==> src/rtl/univ_shift_reg_pkg.sv <==
// univ_shift_reg_pkg: mode encoding and default width shared by the univ_shift_reg slice.
package usr_pkg;
   typedef enum logic [1:0] {
      USR_HOLD   = 2'b00,
      USR_SHL_UP = 2'b01,
      USR_SHR_DN = 2'b10,
      USR_ROT_UP = 2'b11
   } usr_mode_e;
   localparam int USR_DEF_WIDTH = 8;
endpackage

==> src/rtl/univ_shift_reg_if.sv <==
// univ_shift_reg_if: control, data and status bundle of univ_shift_reg; optional par under USR_PARITY_EN.
interface univ_shift_reg_if import usr_pkg::*; #(parameter int WIDTH = USR_DEF_WIDTH);
   localparam int CNT_W = $clog2(WIDTH);
   logic             ce_n;
   logic             pl_n;
   usr_mode_e        mode;
   logic [WIDTH-1:0] p;
   logic             dsr;
   logic             dsl;
   logic [WIDTH-1:0] q;
   logic             q7;
   logic             q7_n;
   logic             q0;
   logic [CNT_W-1:0] cnt;
   logic             done;
`ifdef USR_PARITY_EN
   logic             par;
`endif
   modport master (
      output ce_n, pl_n, mode, p, dsr, dsl,
      input  q, q7, q7_n, q0, cnt, done
`ifdef USR_PARITY_EN
      , input par
`endif
   );
   modport slave (
      input  ce_n, pl_n, mode, p, dsr, dsl,
      output q, q7, q7_n, q0, cnt, done
`ifdef USR_PARITY_EN
      , output par
`endif
   );
endinterface

==> src/rtl/univ_shift_reg_cnt.sv <==
// usr_shift_cnt: modulo-WIDTH shift counter; done pulses on the shift that completes a word.
module usr_shift_cnt #(
   parameter int WIDTH = 8
) (
   input  logic                     cp,
   input  logic                     mr_n,
   input  logic                     clr,
   input  logic                     inc,
   output logic [$clog2(WIDTH)-1:0] cnt,
   output logic                     done
);
   localparam int CNT_W = $clog2(WIDTH);
   logic [CNT_W-1:0] cnt_q, cnt_d;
   logic             done_q, done_d;
   logic             last;
   always_comb begin
      last   = cnt_q == CNT_W'(WIDTH - 1);
      cnt_d  = clr ? '0 : !inc ? cnt_q : last ? '0 : cnt_q + CNT_W'(1);
      done_d = !clr && inc && last;
   end
   always_ff @(posedge cp) begin
      if (!mr_n) begin
         cnt_q  <= '0;
         done_q <= 1'b0;
      end else begin
         cnt_q  <= cnt_d;
         done_q <= done_d;
      end
   end
   assign cnt  = cnt_q;
   assign done = done_q;
endmodule

==> src/rtl/univ_shift_reg.sv <==
// univ_shift_reg: parametrised universal shift register with load, 4 shift modes and word-done pulse.
// Optional registered even-parity output par when USR_PARITY_EN is defined.
module univ_shift_reg import usr_pkg::*; #(
   parameter int WIDTH = USR_DEF_WIDTH
) (
   input logic              cp,
   input logic              mr_n,
   univ_shift_reg_if.slave  bus
);
   logic [WIDTH-1:0] q_q, q_d, sh;
   logic             inc;
   always_comb begin
      sh  = bus.mode == USR_SHL_UP ? {q_q[WIDTH-2:0], bus.dsr} :
            bus.mode == USR_SHR_DN ? {bus.dsl, q_q[WIDTH-1:1]} :
                                     {q_q[WIDTH-2:0], q_q[WIDTH-1]};
      inc = bus.pl_n && !bus.ce_n && bus.mode != USR_HOLD;
      q_d = !bus.pl_n ? bus.p : inc ? sh : q_q;
   end
   always_ff @(posedge cp) begin
      if (!mr_n) q_q <= '0;
      else       q_q <= q_d;
   end
   usr_shift_cnt #(.WIDTH(WIDTH)) u_cnt (
      .cp   (cp),
      .mr_n (mr_n),
      .clr  (!bus.pl_n),
      .inc  (inc),
      .cnt  (bus.cnt),
      .done (bus.done)
   );
   assign bus.q    = q_q;
   assign bus.q7   = q_q[WIDTH-1];
   assign bus.q7_n = ~q_q[WIDTH-1];
   assign bus.q0   = q_q[0];
`ifdef USR_PARITY_EN
   // q_d equals q_q when nothing changes, so tracking q_d keeps par held on idle cycles
   logic par_q;
   always_ff @(posedge cp) begin
      if (!mr_n) par_q <= 1'b0;
      else       par_q <= ^q_d;
   end
   assign bus.par = par_q;
`endif
endmodule

==> src/flat_wrapper.sv <==
// flat-port wrapper written by rule: the top's interface ports become plain ports
module univ_shift_reg_flat import usr_pkg::*;
#(
   parameter int WIDTH = USR_DEF_WIDTH
)
  (cp, mr_n, bus_ce_n, bus_pl_n, bus_mode, bus_p, bus_dsr, bus_dsl, bus_q, bus_q7, bus_q7_n, bus_q0, bus_cnt, bus_done);
  univ_shift_reg_if #(.WIDTH(WIDTH)) bus_i ();
  input logic cp;
  input logic mr_n;
  input wire logic [$bits(bus_i.ce_n)-1:0] bus_ce_n;
  input wire logic [$bits(bus_i.pl_n)-1:0] bus_pl_n;
  input wire logic [$bits(bus_i.mode)-1:0] bus_mode;
  input wire logic [$bits(bus_i.p)-1:0] bus_p;
  input wire logic [$bits(bus_i.dsr)-1:0] bus_dsr;
  input wire logic [$bits(bus_i.dsl)-1:0] bus_dsl;
  output wire logic [$bits(bus_i.q)-1:0] bus_q;
  output wire logic [$bits(bus_i.q7)-1:0] bus_q7;
  output wire logic [$bits(bus_i.q7_n)-1:0] bus_q7_n;
  output wire logic [$bits(bus_i.q0)-1:0] bus_q0;
  output wire logic [$bits(bus_i.cnt)-1:0] bus_cnt;
  output wire logic [$bits(bus_i.done)-1:0] bus_done;
  assign bus_i.ce_n = bus_ce_n;
  assign bus_i.pl_n = bus_pl_n;
  assign bus_i.mode = bus_mode;
  assign bus_i.p = bus_p;
  assign bus_i.dsr = bus_dsr;
  assign bus_i.dsl = bus_dsl;
  assign bus_q = bus_i.q;
  assign bus_q7 = bus_i.q7;
  assign bus_q7_n = bus_i.q7_n;
  assign bus_q0 = bus_i.q0;
  assign bus_cnt = bus_i.cnt;
  assign bus_done = bus_i.done;
  univ_shift_reg #(.WIDTH(WIDTH)) u_core (.cp(cp), .mr_n(mr_n), .bus(bus_i));
endmodule
==> config.mk <==
export PLATFORM = sky130hd
export DESIGN_NAME = univ_shift_reg_flat
export DESIGN_NICKNAME = d
export VERILOG_FILES = /design/src/rtl/univ_shift_reg_pkg.sv /design/src/rtl/univ_shift_reg_if.sv /design/src/rtl/univ_shift_reg_cnt.sv /design/src/rtl/univ_shift_reg.sv /design/src/flat_wrapper.sv
export SDC_FILE = /design/constraint.sdc
export NUM_CORES = 1
export LEC_CHECK = 0
export ABC_AREA = 1
export CAP_MARGIN = 20
export CORE_MARGIN = 10
export CORE_UTILIZATION = 44
export DETAILED_ROUTE_END_ITERATION = 16
export PLACE_DENSITY = 0.83
export SLEW_MARGIN = 20
export SYNTH_ARGS = -nofsm -noshare
export SYNTH_HDL_FRONTEND = slang
export SYNTH_SLANG_ARGS = --single-unit
==> constraint.sdc <==
create_clock -name cp -period 1.51 [get_ports cp]
set_input_delay 0.302 -clock cp [delete_from_list [all_inputs] [get_ports cp]]
set_output_delay 0.302 -clock cp [all_outputs]
set_load 0.01 [all_outputs]
==> flow_metrics.py <==
metrics = {
    "status": {
        "status": "finished clean",
    },
    "detailed_routing": {
        "drc_errors": 0,
        "firstDrtPassIters": 4,
        "antenna_left": 0,
        "drt-initial-drc-count": 22,
        "num_vias": 810,
        "vias_per_cell": 5.06,
        "wire_per_inst_um": 13.1,
        "drt_wl_total_um": 2100,
    },
    "worst_setup_path": {
        "regToRegEndpoint": "u_core.u_cnt.cnt[0]$_SDFFE_PN0P_",
        "crit_path_cell_trace": "clkdlybuf4s50_1",
        "reg2regPathDepth": 5,
        "path_max_fanout": 2,
        "crit_arrival_ns": 1.14,
        "cpMaxStageDelayCell": "clkdlybuf4s50_1",
        "crit_type": "flop to output port",
        "path_buf_inv": 1,
        "r2r_start": "u_core.u_cnt.cnt[0]$_SDFFE_PN0P_",
        "startpoint_type": "flop",
        "worstPathRequired_ns": 1.21,
        "endpoint_kind": "output port",
        "path_delay_family": "buffers and inverters",
        "slowest_delay_ns": 0.54,
        "rrSetupSlack_ns": 0.45,
    },
    "floorplan": {
        "start_util_pct": 47.2,
        "die_h_um": 60.4,
        "fp.dieArea_sq_um": 3650,
        "core_sq_um": 1520,
        "top_level_ports": 31,
        "die_x_um": 60.4,
        "rows": 14,
    },
    "placed_design": {
        "gp_congestion": 0.769,
        "io_buffers": 30,
        "dpl.cell_count": 156,
        "place_area_sq_um": 1080,
        "pre_cts_slack_ns": -0.124,
        "hpwlAfterDp_um": 1710,
    },
    "global_routing": {
        "grt_pass1_wl_um": 3280,
        "grt_max_degree": 10,
        "antenna_found_initial": 0,
        "grt-ovfl-total": 0,
        "grt_usage_pct": 11.4,
        "grt_pass1_vias": 786,
    },
    "synth": {
        "synth_area_leaders": "dfxtp_1, nand2_1, inv_1",
        "yosysSeqAreaShare_pct": 33.4,
        "syn_inst": 106,
        "syn_nets": 124,
        "yosysTopAreaCell": "dfxtp_1",
        "synth.most_common_cell": "nand2_1",
        "synthesis.area_sq_um": 719,
        "post_synth.cell_area_avg_sq_um": 6.79,
        "ys_seq_elements": 12,
        "synth_common_cells": "nand2_1, dfxtp_1, inv_1, nand3_1",
        "synth.distinct_cells": 17,
        "synth_edf_count": 0,
        "synth_top_flop_cell": "dfxtp_1",
        "async_flop_share_pct": 0,
        "netlist.area_leader.share_pct": 33.4,
        "yosysWarnings": 0,
    },
    "power": {
        "powerDensity_nw_per_um2": 714,
        "peakVddDrop_mv": 0.597,
        "p_leak_nw": 0.660,
        "finalPower_uw": 800,
    },
    "finish": {
        "antennaDiodeCount": 0,
        "final_area_sq_um": 1120,
        "final_cells": 160,
        "n_fill_cell": 116,
        "areaGrowthSynthToFinish_pct": 55.7,
        "multi_input_area_sq_um": 379,
        "drive_above_1_share_pct": 13.9,
        "layout.nets": 163,
        "regArea_sq_um": 240,
    },
    "hold_path": {
        "hp-start": "u_core.u_cnt.cnt[1]$_SDFFE_PN0P_",
        "worstHoldPathCells": 2,
        "whs_endpoint": "u_core.u_cnt.cnt[1]$_SDFFE_PN0P_",
        "hold_path_class": "flop to flop",
    },
    "clock_network": {
        "post_cts_buffers": 0,
        "ctsRootBufferMaster": "clkbuf_4",
        "cts_tree": "done",
        "cts_buffers": 3,
        "clkTransAtPathRegs_ns": 0.07,
        "clockBufferDepth": 2,
        "clkLatencyLatePin_ns": 0.28,
        "clkSinkCount": 12,
        "h-tree-depth": 1,
    },
    "timing": {
        "fmax_mhz": 693,
        "skew_ns": 0.00647,
        "fin_crit_sh_pct": 95.5,
        "whs_ns": 0.494,
        "slew_viol_final": 0,
        "finalHoldViolations": 0,
        "tightestPinTransition_ns": 0.254,
        "setup_viol": 0,
        "rsz0062_at_grt": "false",
        "worst_slack_ns": 0.0677,
        "period_needed_ns": 1.44,
        "relSlewSlack_pct": 83.0,
    },
    "flow_run": {
        "cap_violations": 0,
    },
}
-- area by class of cell --
cell class | instances | area share, %
clock buffer | 4 | 3.24
inverter | 14 | 5.14
multi-input combinational | 75 | 33.9
sequential | 12 | 21.5
tap | 16 | 1.79
timing repair buffer | 39 | 34.5
-- report_power, final --
group / internal, mW / total, mW / switching [mW]
combinational: 0.102 / 0.195 / 0.0934
sequential: 0.331 / 0.344 / 0.0128
clock: 0.147 / 0.260 / 0.114
total: 0.580 / 0.800 / 0.220
-- per-stage QoR --
stage	setup TNS (ns)	utilization, %
final	0	73.5
after global routing	0	73.5
after CTS	0	72.5
after detailed placement	-0.841	70.7
after global placement	-0.426	70.7
after floorplan	0	-
-- kinds of logic (layout without fill, tap and decap cells) --
logic type                 after synthesis  after routing  synth area share (%)
adders and majority gates                2              2                  3.48
and+or+nand+nor                         55             55                  33.6
DFF                                     12             12                  33.4
buffers and inverters                   19             57                  13.9
AOI/OAI and AO/OA                       18             18                  15.7
-- what timing repair did --
action | 4_1_cts | 5_1_grt
pin swaps | 0 | 0
setup endpoints to repair | 7 | 6
hold buffers | 0 | 0
gates resized for setup | 7 | 6
-- worst max path at each step --
stage	end	start	slack [ns]	cells past startpoint
3_3_place_gp	u_core.bus.q[5]$_SDFFE_PN0P_	bus_pl_n	-0.06	8
6_report	bus_q[6]	u_core.bus.q[6]$_SDFFE_PN0P_	0.07	1
2_1_floorplan	u_core.bus.q[3]$_SDFFE_PN0P_	bus_pl_n	0.42	10
5_1_grt	bus_q[6]	u_core.bus.q[6]$_SDFFE_PN0P_	0.02	1
4_1_cts	bus_q[4]	u_core.bus.q[4]$_SDFFE_PN0P_	0.008	1
3_5_place_dp	u_core.bus.q[4]$_SDFFE_PN0P_	bus_mode[0]	-0.12	6
-- per-layer routing --
layer	global-route usage (%)	part of all wire (%)	vias to the layer above
met3	5.01	7.9	6
met2	20.4	49	27
li1	-	-	410
met4	4.70	1.4	0
met5	0	0	-
met1	11.3	42	367
-- placed cells by master (no fill, tap or decap), drive strengths merged --
cell,synthesis,layout
a21oi,4,4
buf,5,9
clkbuf,0,4
clkdlybuf4s50,0,17
dfxtp,12,12
dlygate4sd2,0,7
dlymetal6s2s,0,6
ha,2,2
inv,14,14
nand2,43,43
nand3,7,7
nor2,4,4
o211ai,6,6
o21ai,8,8
or2,1,1
-- registers in the layout, indices dropped and copies added, names as in the netlist --
signal,flops
u_core.bus.q,8
u_core.u_cnt.done,1
u_core.u_cnt.cnt,3
(Power assumes the default switching activity.)
